## config.mk

```make
export PLATFORM = sky130hd
export DESIGN_NAME = data_memory_arbiter
export DESIGN_NICKNAME = d
export VERILOG_FILES = /design/src/rtl/data_memory_arbiter.sv
export SDC_FILE = /design/constraint.sdc
export NUM_CORES = 1
export LEC_CHECK = 0
export ABC_AREA = 1
export BUFFER_PORTS_ARGS = -buffer_cell sky130_fd_sc_hd__buf_2
export CORE_MARGIN = 5
export CORE_UTILIZATION = 35
export CTS_CLUSTER_SIZE = 40
export DETAILED_ROUTE_END_ITERATION = 12
export PLACE_DENSITY = 0.87
export SYNTH_ARGS = -nofsm -noshare
export SYNTH_HDL_FRONTEND = slang
export SYNTH_SLANG_ARGS = --single-unit
```

## constraint.sdc

```tcl
create_clock -name clock -period 1.5 [get_ports clock]
set_clock_uncertainty 0.15 [all_clocks]
set_input_delay 0.225 -clock clock [delete_from_list [all_inputs] [get_ports clock]]
set_output_delay 0.225 -clock clock [all_outputs]
set_load 0.005 [all_outputs]
```

## src/rtl/data_memory_arbiter.sv

```systemverilog
// Shares the single-port data memory between the core MEM stage and a debug/loader port.
// The core path is a combinational pass-through; debug accesses are slotted in by a small FSM.
//
//   state   | meaning
//   CORE    | memory owned by core; starvation counter tracks waiting debug request
//   ISSUE   | debug access on memory port; busy core stalled, its request held
//   CAPTURE | held core access executes; debug read data captured, ack raised
module data_memory_arbiter #(
  parameter int XLEN         = 32,
  parameter int ADDR_WIDTH   = 9,
  parameter int STARVE_LIMIT = 4
) (
  input  logic                  clock,
  input  logic                  reset,
  input  logic [ADDR_WIDTH-1:0] core_address,
  input  logic [XLEN-1:0]       core_write_data,
  input  logic                  core_write_enable,
  input  logic                  core_read_enable,
  output logic [XLEN-1:0]       core_read_data,
  output logic                  core_stall,
  input  logic                  dbg_req,
  input  logic                  dbg_we,
  input  logic [ADDR_WIDTH-1:0] dbg_address,
  input  logic [XLEN-1:0]       dbg_write_data,
  output logic                  dbg_ack,
  output logic [XLEN-1:0]       dbg_read_data,
  output logic [ADDR_WIDTH-1:0] mem_address,
  output logic [XLEN-1:0]       mem_data,
  output logic                  mem_wren,
  input  logic [XLEN-1:0]       mem_q
);

  localparam logic [1:0] ST_CORE    = 2'd0;
  localparam logic [1:0] ST_ISSUE   = 2'd1;
  localparam logic [1:0] ST_CAPTURE = 2'd2;

  localparam int CNT_W = (STARVE_LIMIT > 1) ? $clog2(STARVE_LIMIT) : 1;
  localparam logic [CNT_W-1:0] CNT_MAX = CNT_W'(STARVE_LIMIT - 1);

  logic [1:0]       state;
  logic [1:0]       state_next;
  logic [CNT_W-1:0] starve_cnt;
  logic             issue_we;
  logic             core_busy;
  logic             dbg_pend;
  logic             grant;

  assign core_busy = core_read_enable | core_write_enable;
  // The ack cycle masks the still-high request so one request yields one access.
  assign dbg_pend  = dbg_req & ~dbg_ack;
  assign grant     = dbg_pend & (~core_busy | (starve_cnt == CNT_MAX));

  assign core_read_data = mem_q;

  always_comb begin
    state_next = state;
    case (state)
      ST_CORE:    if (grant) state_next = ST_ISSUE;
      ST_ISSUE:   state_next = ST_CAPTURE;
      ST_CAPTURE: state_next = ST_CORE;
      default:    state_next = ST_CORE;
    endcase
  end

  always_comb begin
    mem_address = core_address;
    mem_data    = core_write_data;
    mem_wren    = core_write_enable;
    core_stall  = 1'b0;
    if (state == ST_ISSUE) begin
      mem_address = dbg_address;
      mem_data    = dbg_write_data;
      mem_wren    = dbg_we;
      core_stall  = core_busy;
    end
    // An in-flight write must not land while reset is asserted.
    if (reset) begin
      mem_wren   = 1'b0;
      core_stall = 1'b0;
    end
  end

  always_ff @(posedge clock or posedge reset) begin
    if (reset) begin
      state         <= ST_CORE;
      starve_cnt    <= '0;
      issue_we      <= 1'b0;
      dbg_ack       <= 1'b0;
      dbg_read_data <= '0;
    end else begin
      state   <= state_next;
      dbg_ack <= 1'b0;
      case (state)
        ST_CORE: begin
          if (grant)
            starve_cnt <= '0;
          else if (dbg_pend && core_busy)
            starve_cnt <= (starve_cnt == CNT_MAX) ? starve_cnt : starve_cnt + 1'b1;
          else
            starve_cnt <= '0;
        end
        ST_ISSUE: begin
          starve_cnt <= '0;
          issue_we   <= dbg_we;
        end
        ST_CAPTURE: begin
          starve_cnt <= '0;
          dbg_ack    <= 1'b1;
          if (!issue_we)
            dbg_read_data <= mem_q;
        end
        default: starve_cnt <= '0;
      endcase
    end
  end

endmodule
```

==> results of run 1 <==
==> where the power goes <==
| part | internal (mW) | total (mW) | switching [mW] | leakage, nW |
|---|---|---|---|---|
| logic | 0.764 | 1.58 | 0.814 | 1.71 |
| registers | 1.47 | 1.73 | 0.251 | 0.466 |
| clock network | 0.369 | 0.727 | 0.357 | 0.0472 |
==> registers in the layout, summed over array words and instances, names as in the netlist <==
signal         cells
issue_we           1
starve_cnt         2
dbg_read_data     32
state              2
dbg_ack            1
==> logic make-up (layout without fill, tap and decap cells) <==
logic type	count (synthesis)	after routing
compound gates	3	3
fa+ha+maj	1	1
buf+inv	58	261
flops	38	38
simple gates	234	234
==> routing by layer <==
layer | vias to the layer above | part of all wire [%] | global-route usage, %
li1 | 1394 | - | -
met1 | 1235 | 37 | 21.84
met2 | 143 | 52 | 34.07
met3 | 11 | 9.4 | 5.372
met4 | 0 | 1.4 | 5.379
met5 | - | 0 | 0
==> worst paths after layout <==
| kind | startpoint | endpoint | slack (ps) | depth (start not counted) |
|---|---|---|---|---|
| max | state[1]$_DFFE_PP0P_ | mem_data[2] | -180 | 7 |
| min | mem_q[0] | dbg_read_data[0]$_DFFE_PP0P_ | 30 | 3 |
| max reg2reg | state[1]$_DFFE_PP0P_ | dbg_read_data[9]$_DFFE_PP0P_ | 60 | 7 |
| min reg2reg | dbg_read_data[22]$_DFFE_PP0P_ | dbg_read_data[22]$_DFFE_PP0P_ | 320 | 2 |
| max in group asynchronous | reset | dbg_read_data[9]$_DFFE_PP0P_ | 400 | 4 |
| min in group asynchronous | reset | dbg_ack$_DFF_PP0_ | 470 | 4 |
==> repair_timing <==
item                                    in CTS  in global routing
buffers inserted                             2                  2
gates resized for setup                      5                  8
endpoints found under the setup margin      43                 43
pin swaps                                    0                  2
endpoints found under the hold margin       38                  0
hold buffers                                 1                  0
==> cell type report <==
class	count	area (um2)	area share, %
timing repair buffer	244	1323	37.82
multi-input combinational	238	993.5	28.41
sequential	38	950.9	27.19
tap	77	96.34	2.755
clock buffer	6	82.58	2.361
inverter	9	38.79	1.109
clock inverter	2	12.51	0.3578
==> cells in the mapped netlist <==
master,count
a21oi_1,1
buf_2,8
dfrtp_1,38
nand2_2,2
inv_2,1
nand3_1,32
o21ai_0,2
nand4_1,2
clkinv_1,1
or2_2,1
nand2_1,190
clkbuf_1,2
buf_6,4
nor2_1,5
inv_4,1
ha_1,1
buf_4,35
nor3_2,1
nor2_4,1
inv_1,6
==> critical path: cells and delay by family (launching register included) <==
family                 cells  cell delay, ps
buffers and inverters      4             410
flip-flops                 1             390
AND/OR/NAND/NOR            3             220
==> impl_metrics.ini, run 1 <==
[worst_hold_path]
hold_class = in -> reg

[critical_path]
worstPathArrival_ps = 1300
criticalPathCategory = reg -> out
crit_path_end_kind = output pin
path_common_cell = nand2_1
cp_slowest_stage_delay_ps = 390
slowest_stage = dfrtp_1
crit_chain = inv_2, nand2_4, inv_6, buf_12, nand2_1, nand2_1, buf_2
required_ps = 1120
path_max_fanout = 15
cp-start-kind = register

[drt]
wire_per_inst_um = 13.63
ant_nets = 0
dr.pass1.iters = 4
drcViolationCount = 0
drt_iter0_drc = 122
wirelength_um = 8367
vias = 2783
via_per_inst = 4.533

[final_layout]
fillers = 646
area_delta_synth_final_pct = 51.08
post-route-util_pct = 54.76
layout_common_cells = buf_2 (227), nand2_1 (185), dfrtp_1 (38)
drive_gt1_share_pct = 49.16
n_antenna_cell = 0
final_common_cell = buf_2
final_nets = 657
design_area_um2 = 3497
stdcell_count = 614

[outcome]
outcome = complete, but fails checks
violations = negative setup slack

[placement]
dp_hpwl_um = 6875
dp_cells = 601
placed_area_um2 = 3319
place_congestion = 0.9274
preCtsSetupSlack_ps = 51.40
portBuffers = 227

[global_routing]
grt_overflow_total = 0
antenna_found_initial = 0
grt_pass1_wl_um = 13220
grt_usage_pct = 18.96
first_global_vias = 2742
grt_max_degree = 39

[yosys]
synth_mux_area_share_pct = 0
synth_top_area_share_pct = 41.08
yosys.area_share.simple_pct = 40.81
ys_top_cells_by_area = dfrtp_1 (41%), nand2_1 (31%), buf_4 (11%)
yosys_warnings = 0
ys_seq_area_share_pct = 41.08
syn-cell-area_um2 = 2315
synth_compound_area_share_pct = 0.6486
synth-seq-cells = 38
synthCells = 334
syn_nets = 455
synth_top_family_by_area = simple AND/OR/NAND/NOR gates
syn_avg_cell_area_um2 = 6.930
synth_cell_types = 20
synthAdderAreaFrac_pct = 0.5405
yosysTopAreaCell = dfrtp_1
synth_xor_area_share_pct = 0

[sta]
fin_ws_ps = -179.4
hold_violations = 0
hold_slack_ps = 26.77
tightest_slew_ps = 471.0
relSlewSlack_pct = 68.60
slew_viol_final = 0
setup_viol = 43
fmax_mhz = 595.4
fin_crit_sh_pct = 112.0
period_needed_ps = 1679
rsz0062_at_grt = true
setup_tns_ps = -6400

[clocking]
cts_tree = yes
cts_buffers = 5
h-tree-depth = 2
root_buffer = clkbuf_8
cts_buffer_depth = 2
clk_latency_ps = 280
cts_sinks = 38
clkTransAtPathRegs_ps = 70

[floorplan]
num_io_pins = 228
rows = 29
die_x_um = 91.33
dieArea_um2 = 8340
core_area_um2 = 6386
die_h_um = 91.33
start_util_pct = 36.25

[pwr]
p_leak_nw = 2.225
power.density_nw_per_um2 = 1152
max-vdd-ir-drop_mv = 0.8410
power_mw = 4.030

[flow_run]
maxCapViolCount = 0
(Power assumes the default switching activity.)
==> run 2: changes to the inputs <==
- CELL_PAD_IN_SITES_DETAIL_PLACEMENT: not set -> 1
- CELL_PAD_IN_SITES_GLOBAL_PLACEMENT: not set -> 1
- CORE_UTILIZATION: 35 -> 22
- PLACE_DENSITY: 0.87 -> 0.88
==> impl_metrics.ini, run 2 (synthesized netlist as in run 1, its figures left out) <==
[outcome]
outcome = complete, but fails checks
violations = negative setup slack

[worst_hold_path]
hold_path_end = dbg_read_data[18]$_DFFE_PP0P_
hold_start = mem_q[18]
worstHoldPathCells = 3
hold_class = in -> reg

[final_layout]
final_nets = 657
n_antenna_cell = 0
largest_reg_flops = 32
top_register = dbg_read_data
drive_gt1_share_pct = 55.68
reg_top3 = dbg_read_data: 32 flops, starve_cnt: 2 flops, state: 2 flops
layout_common_cells = buf_2 (224), nand2_1 (150), dfrtp_1 (37)
final_common_cell = buf_2
area_delta_synth_final_pct = 67.68
post-route-util_pct = 37.76

[drt]
dr.pass1.iters = 4
via_per_inst = 4.305
wirelength_um = 10330
drcViolationCount = 0
ant_nets = 0
vias = 2897
drt_iter0_drc = 127
wire_per_inst_um = 15.35

[pwr]
internal_power_mw = 2.967
swShare_pct = 33.91
pwr-share-comb_pct = 38.2
pwr-share-seq_pct = 38.3
p_sw_mw = 1.522
p_clk_share_pct = 23.5
power.density_nw_per_um2 = 1157
max-vdd-ir-drop_mv = 0.5347
p_leak_nw = 2.373

[critical_path]
rrSetupSlack_ps = 50
path_max_fanout = 7
cp-start-kind = register
cp_top_family = flip-flops
criticalPathCategory = reg -> out
crit_chain = nand2_8, clkinv_8, clkbuf_16, nand2_1, nand2_1, buf_2
worstPathArrival_ps = 1370
reg2reg_from = state[1]$_DFFE_PP0P_
worst-path-stages = 6
required_ps = 1120
rr_worst_depth = 8
path_buf_inv = 3
path_common_cell = nand2_1
crit_path_end_kind = output pin
slowest_stage = dfrtp_2
cp_slowest_stage_delay_ps = 450
regToRegEndpoint = dbg_read_data[30]$_DFFE_PP0P_

[global_routing]
antenna_found_initial = 1
first_global_vias = 3080
grt_overflow_total = 0
grt_max_degree = 39
grt_usage_pct = 14.62
grt_pass1_wl_um = 15330

[placement]
portBuffers = 227
preCtsSetupSlack_ps = 46.64
place_congestion = 0.9821
dp_hpwl_um = 7672

[clocking]
cts_tree = yes
root_buffer = clkbuf_8
cts_buffer_depth = 2
cts_buffers = 5
clkTransAtPathRegs_ps = 80
clk_latency_ps = 290
h-tree-depth = 2
cts_sinks = 38

[floorplan]
num_io_pins = 228
start_util_pct = 22.52
die_h_um = 112.6
core_area_um2 = 10280
dieArea_um2 = 12670
die_x_um = 112.6
rows = 37

[sta]
slew_viol_final = 0
rsz0062_at_grt = true
fin_ws_ps = -247.3
relSlewSlack_pct = 85.96
fmax_mhz = 572.3
period_needed_ps = 1747
tightest_slew_ps = 210.5
fin_crit_sh_pct = 116.5
setup_viol = 43
hold_violations = 0

[flow_run]
maxCapViolCount = 0
==> run 2: cell count changes in the layout (fill, tap and decap cells not counted), sizes merged <==
cell / change
buf: -4
bufinv: +2
clkbuf: +2
clkinv: +1
clkinvlp: -1
==> run 2: routing by layer <==
layer | vias up | global-route usage [%] | part of all wire, % | wire length (um)
met2 | 146 | 27.69 | 53 | 5480
met3 | 12 | 4.313 | 8.2 | 847
met4 | 2 | 3.526 | 1.3 | 137
li1 | 1396 | - | - | -
met5 | - | 0 | 0.19 | 20
met1 | 1341 | 15.81 | 37 | 3846
==> run 2: through the flow <==
| stage | instance area (um2) | cells | hold WS [ps] | total power [mW] | setup TNS [ps] |
|---|---|---|---|---|---|
| 2_1_floorplan | 2315 | 334 | 214.5 | 2.431 | 0 |
| 3_3_place_gp | 3396 | 657 | 169.8 | 3.310 | 0 |
| 3_5_place_dp | 3396 | 657 | 180.8 | 3.391 | 0 |
| 4_1_cts | 3613 | 668 | 12.65 | 4.504 | -7781 |
| 5_1_grt | 3881 | 673 | 30.04 | 4.846 | -12780 |
| 6_report | 3881 | 673 | 24.58 | 4.489 | -8937 |
==> run 2: worst max-delay path by stage <==
stage	from	endpoint	slack, ps
after global placement	state[1]$_DFFE_PP0P_	mem_data[6]	60
after CTS	state[1]$_DFFE_PP0P_	mem_data[9]	-210
after floorplan	state[0]$_DFFE_PP0P_	mem_address[0]	240
after global routing	state[1]$_DFFE_PP0P_	mem_data[30]	-320
final	state[0]$_DFFE_PP0P_	mem_data[30]	-250
after detailed placement	state[1]$_DFFE_PP0P_	mem_data[16]	50
==> run 2: layout make-up <==
type / instances / area, um2
Tap cell: 136 / 170.2
Clock inverter: 3 / 68.82
Inverter: 9 / 46.29
Timing Repair inverter: 1 / 8.758
Timing Repair Buffer: 243 / 1440
Clock buffer: 5 / 68.82
Multi-Input combinational cell: 238 / 1126
Fill cell: 1351 / 6396
Sequential cell: 38 / 952.2
==> run 2: power groups by stage <==
stage | Clock (mW) | Combinational, mW | Sequential, mW
detailed placement | 0 | 1.66 | 1.73
global route | 1.13 | 1.93 | 1.79
floorplan | 0 | 0.673 | 1.76
CTS | 1.09 | 1.68 | 1.73
global placement | 0 | 1.59 | 1.72
finish | 1.05 | 1.72 | 1.72
==> run 2: worst min-delay path, stage by stage <==
cell and delay, ps:
buf_2 80, nand3_1 70, nand2_1 60
==> run 2: repair_timing <==
item                                   4_1_cts  5_1_grt
endpoints found under the hold margin       38        0
buffers inserted                             1        1
cloned                                       1        4
resized for setup                           11       54
setup endpoints to repair                   43       43
hold buffers                                 1        0
pin swaps                                    0       13
==> run 3: changes to the inputs <==
- clock period: 1.5 -> 1.91 ns (I/O delays scaled with it)
==> impl_metrics.ini, run 3 (synthesized netlist as in run 1, its figures left out) <==
[final_layout]
stdcell_count = 665
fillers = 1368
n_antenna_cell = 0
seq_area_um2 = 950.9
area_delta_synth_final_pct = 49.78
final_nets = 649
drive_gt1_share_pct = 47.45
layout_common_cells = buf_2 (227), nand2_1 (190), dfrtp_1 (38)
multi_input_area_um2 = 972.2
final_common_cell = buf_2
reg_top3 = dbg_read_data: 32 flops, starve_cnt: 2 flops, state: 2 flops
largest_reg_flops = 32
top_register = dbg_read_data

[drt]
wirelength_um = 9414
ant_nets = 0
drt_iter0_drc = 125
drcViolationCount = 0
vias = 2846
dr.pass1.iters = 4
via_per_inst = 4.280
wire_per_inst_um = 14.16

[clocking]
cts_sinks = 38
cts_tree = yes
clkTransAtPathRegs_ps = 80
cts_buffers = 5
cts_buffer_depth = 2
clk_latency_ps = 280
root_buffer = clkbuf_8
h-tree-depth = 2
postCtsHoldBufs = 0

[placement]
dp_cells = 655
place_congestion = 0.9846
dp_hpwl_um = 7797
portBuffers = 227
preCtsSetupSlack_ps = 324.6

[sta]
tightest_slew_ps = 498.4
slew_viol_final = 0
hold_slack_ps = -25.42
fmax_mhz = 539.5
fin_crit_sh_pct = 97.04
setup_viol = 0
hold_violations = 21
setup_tns_ps = 0
relSlewSlack_pct = 66.77
period_needed_ps = 1853
rsz0062_at_grt = true
fin_ws_ps = 56.58

[global_routing]
first_global_vias = 3032
grt_usage_pct = 14.32
antenna_found_initial = 1
grt_max_degree = 39
grt_overflow_total = 0
grt_pass1_wl_um = 14980

[floorplan]
core_area_um2 = 10280
num_io_pins = 228
rows = 37
start_util_pct = 22.52
dieArea_um2 = 12670
die_h_um = 112.6
die_x_um = 112.6

[critical_path]
required_ps = 1470
worstPathArrival_ps = 1420
cp-start-kind = register
criticalPathCategory = reg -> out
crit_path_end_kind = output pin
path_max_fanout = 16

[pwr]
p_leak_nw = 2.174
power.density_nw_per_um2 = 919.5
power_mw = 3.188
max-vdd-ir-drop_mv = 0.4424

[outcome]
violations = negative hold slack
outcome = complete, but fails checks

[worst_hold_path]
hold_class = in -> async

[flow_run]
maxCapViolCount = 0
run 3: changes by cell type in the layout (fill, tap and decap cells not counted), moves of 2 or more:
cell / delta
nand2_2: -31
buf_2: +3
nand2_1: +40
buf_6: -2
buf_4: +2
buf_12: -4
nand2_4: -8
bufinv_16: -2
clkbuf_16: -3
run 3: what timing repair did:
action | in CTS | in global routing
buffers inserted | 0 | 2
gates resized for setup | 0 | 5
endpoints found under the setup margin | 0 | 30
run 3: worst paths after layout:
check,start,end,slack [ps],depth (start not counted)
worst max-delay path,state[0]$_DFFE_PP0P_,mem_wren,60,5
max in group asynchronous,reset,dbg_read_data[30]$_DFFE_PP0P_,1270,3
worst max register to register,state[0]$_DFFE_PP0P_,dbg_read_data[20]$_DFFE_PP0P_,540,4
worst min register to register,dbg_read_data[21]$_DFFE_PP0P_,dbg_read_data[21]$_DFFE_PP0P_,320,2
min in group clock,mem_q[30],dbg_read_data[30]$_DFFE_PP0P_,90,3
worst min-delay path,reset,state[1]$_DFFE_PP0P_,-30,3
run 3: critical path, stage by stage (launching register included):
cell and delay (ps):
dfrtp_1 430, nand2_2 160, buf_6 180, nand2_1 60, a21oi_1 160, buf_2 140
run 3: area by class of cell:
| type | instances | share of cell area [%] |
|---|---|---|
| clock buffer | 6 | 2.382 |
| clock inverter | 2 | 0.3609 |
| inverter | 9 | 1.119 |
| multi-input combinational | 238 | 28.04 |
| sequential | 38 | 27.43 |
| tap | 136 | 4.908 |
| timing repair buffer | 236 | 35.76 |
run 3: where the power goes:
part	leakage [nW]	switching, mW	internal (mW)
clock	0.0472	0.296	0.290
combinational	1.66	0.660	0.582
sequential	0.466	0.202	1.16
total	2.17	1.16	2.03
run 3: per-stage QoR:
stage               utilization [%]  cell area (um2)  hold slack (ps)
floorplan                         -             2315            276.0
global placement              32.41             3331            298.9
detailed placement            32.41             3331            304.9
CTS                           33.33             3426            6.252
global route                  33.74             3467            45.90
finish                        33.74             3467           -25.42
run 3: metal layers:
metal	track usage, %	wire length (um)	vias to the layer above
met1	15.44	3486	1309
met2	27.65	5003	148
met4	2.885	105	2
met5	0	13	-
met3	3.935	805	10
li1	-	-	1377
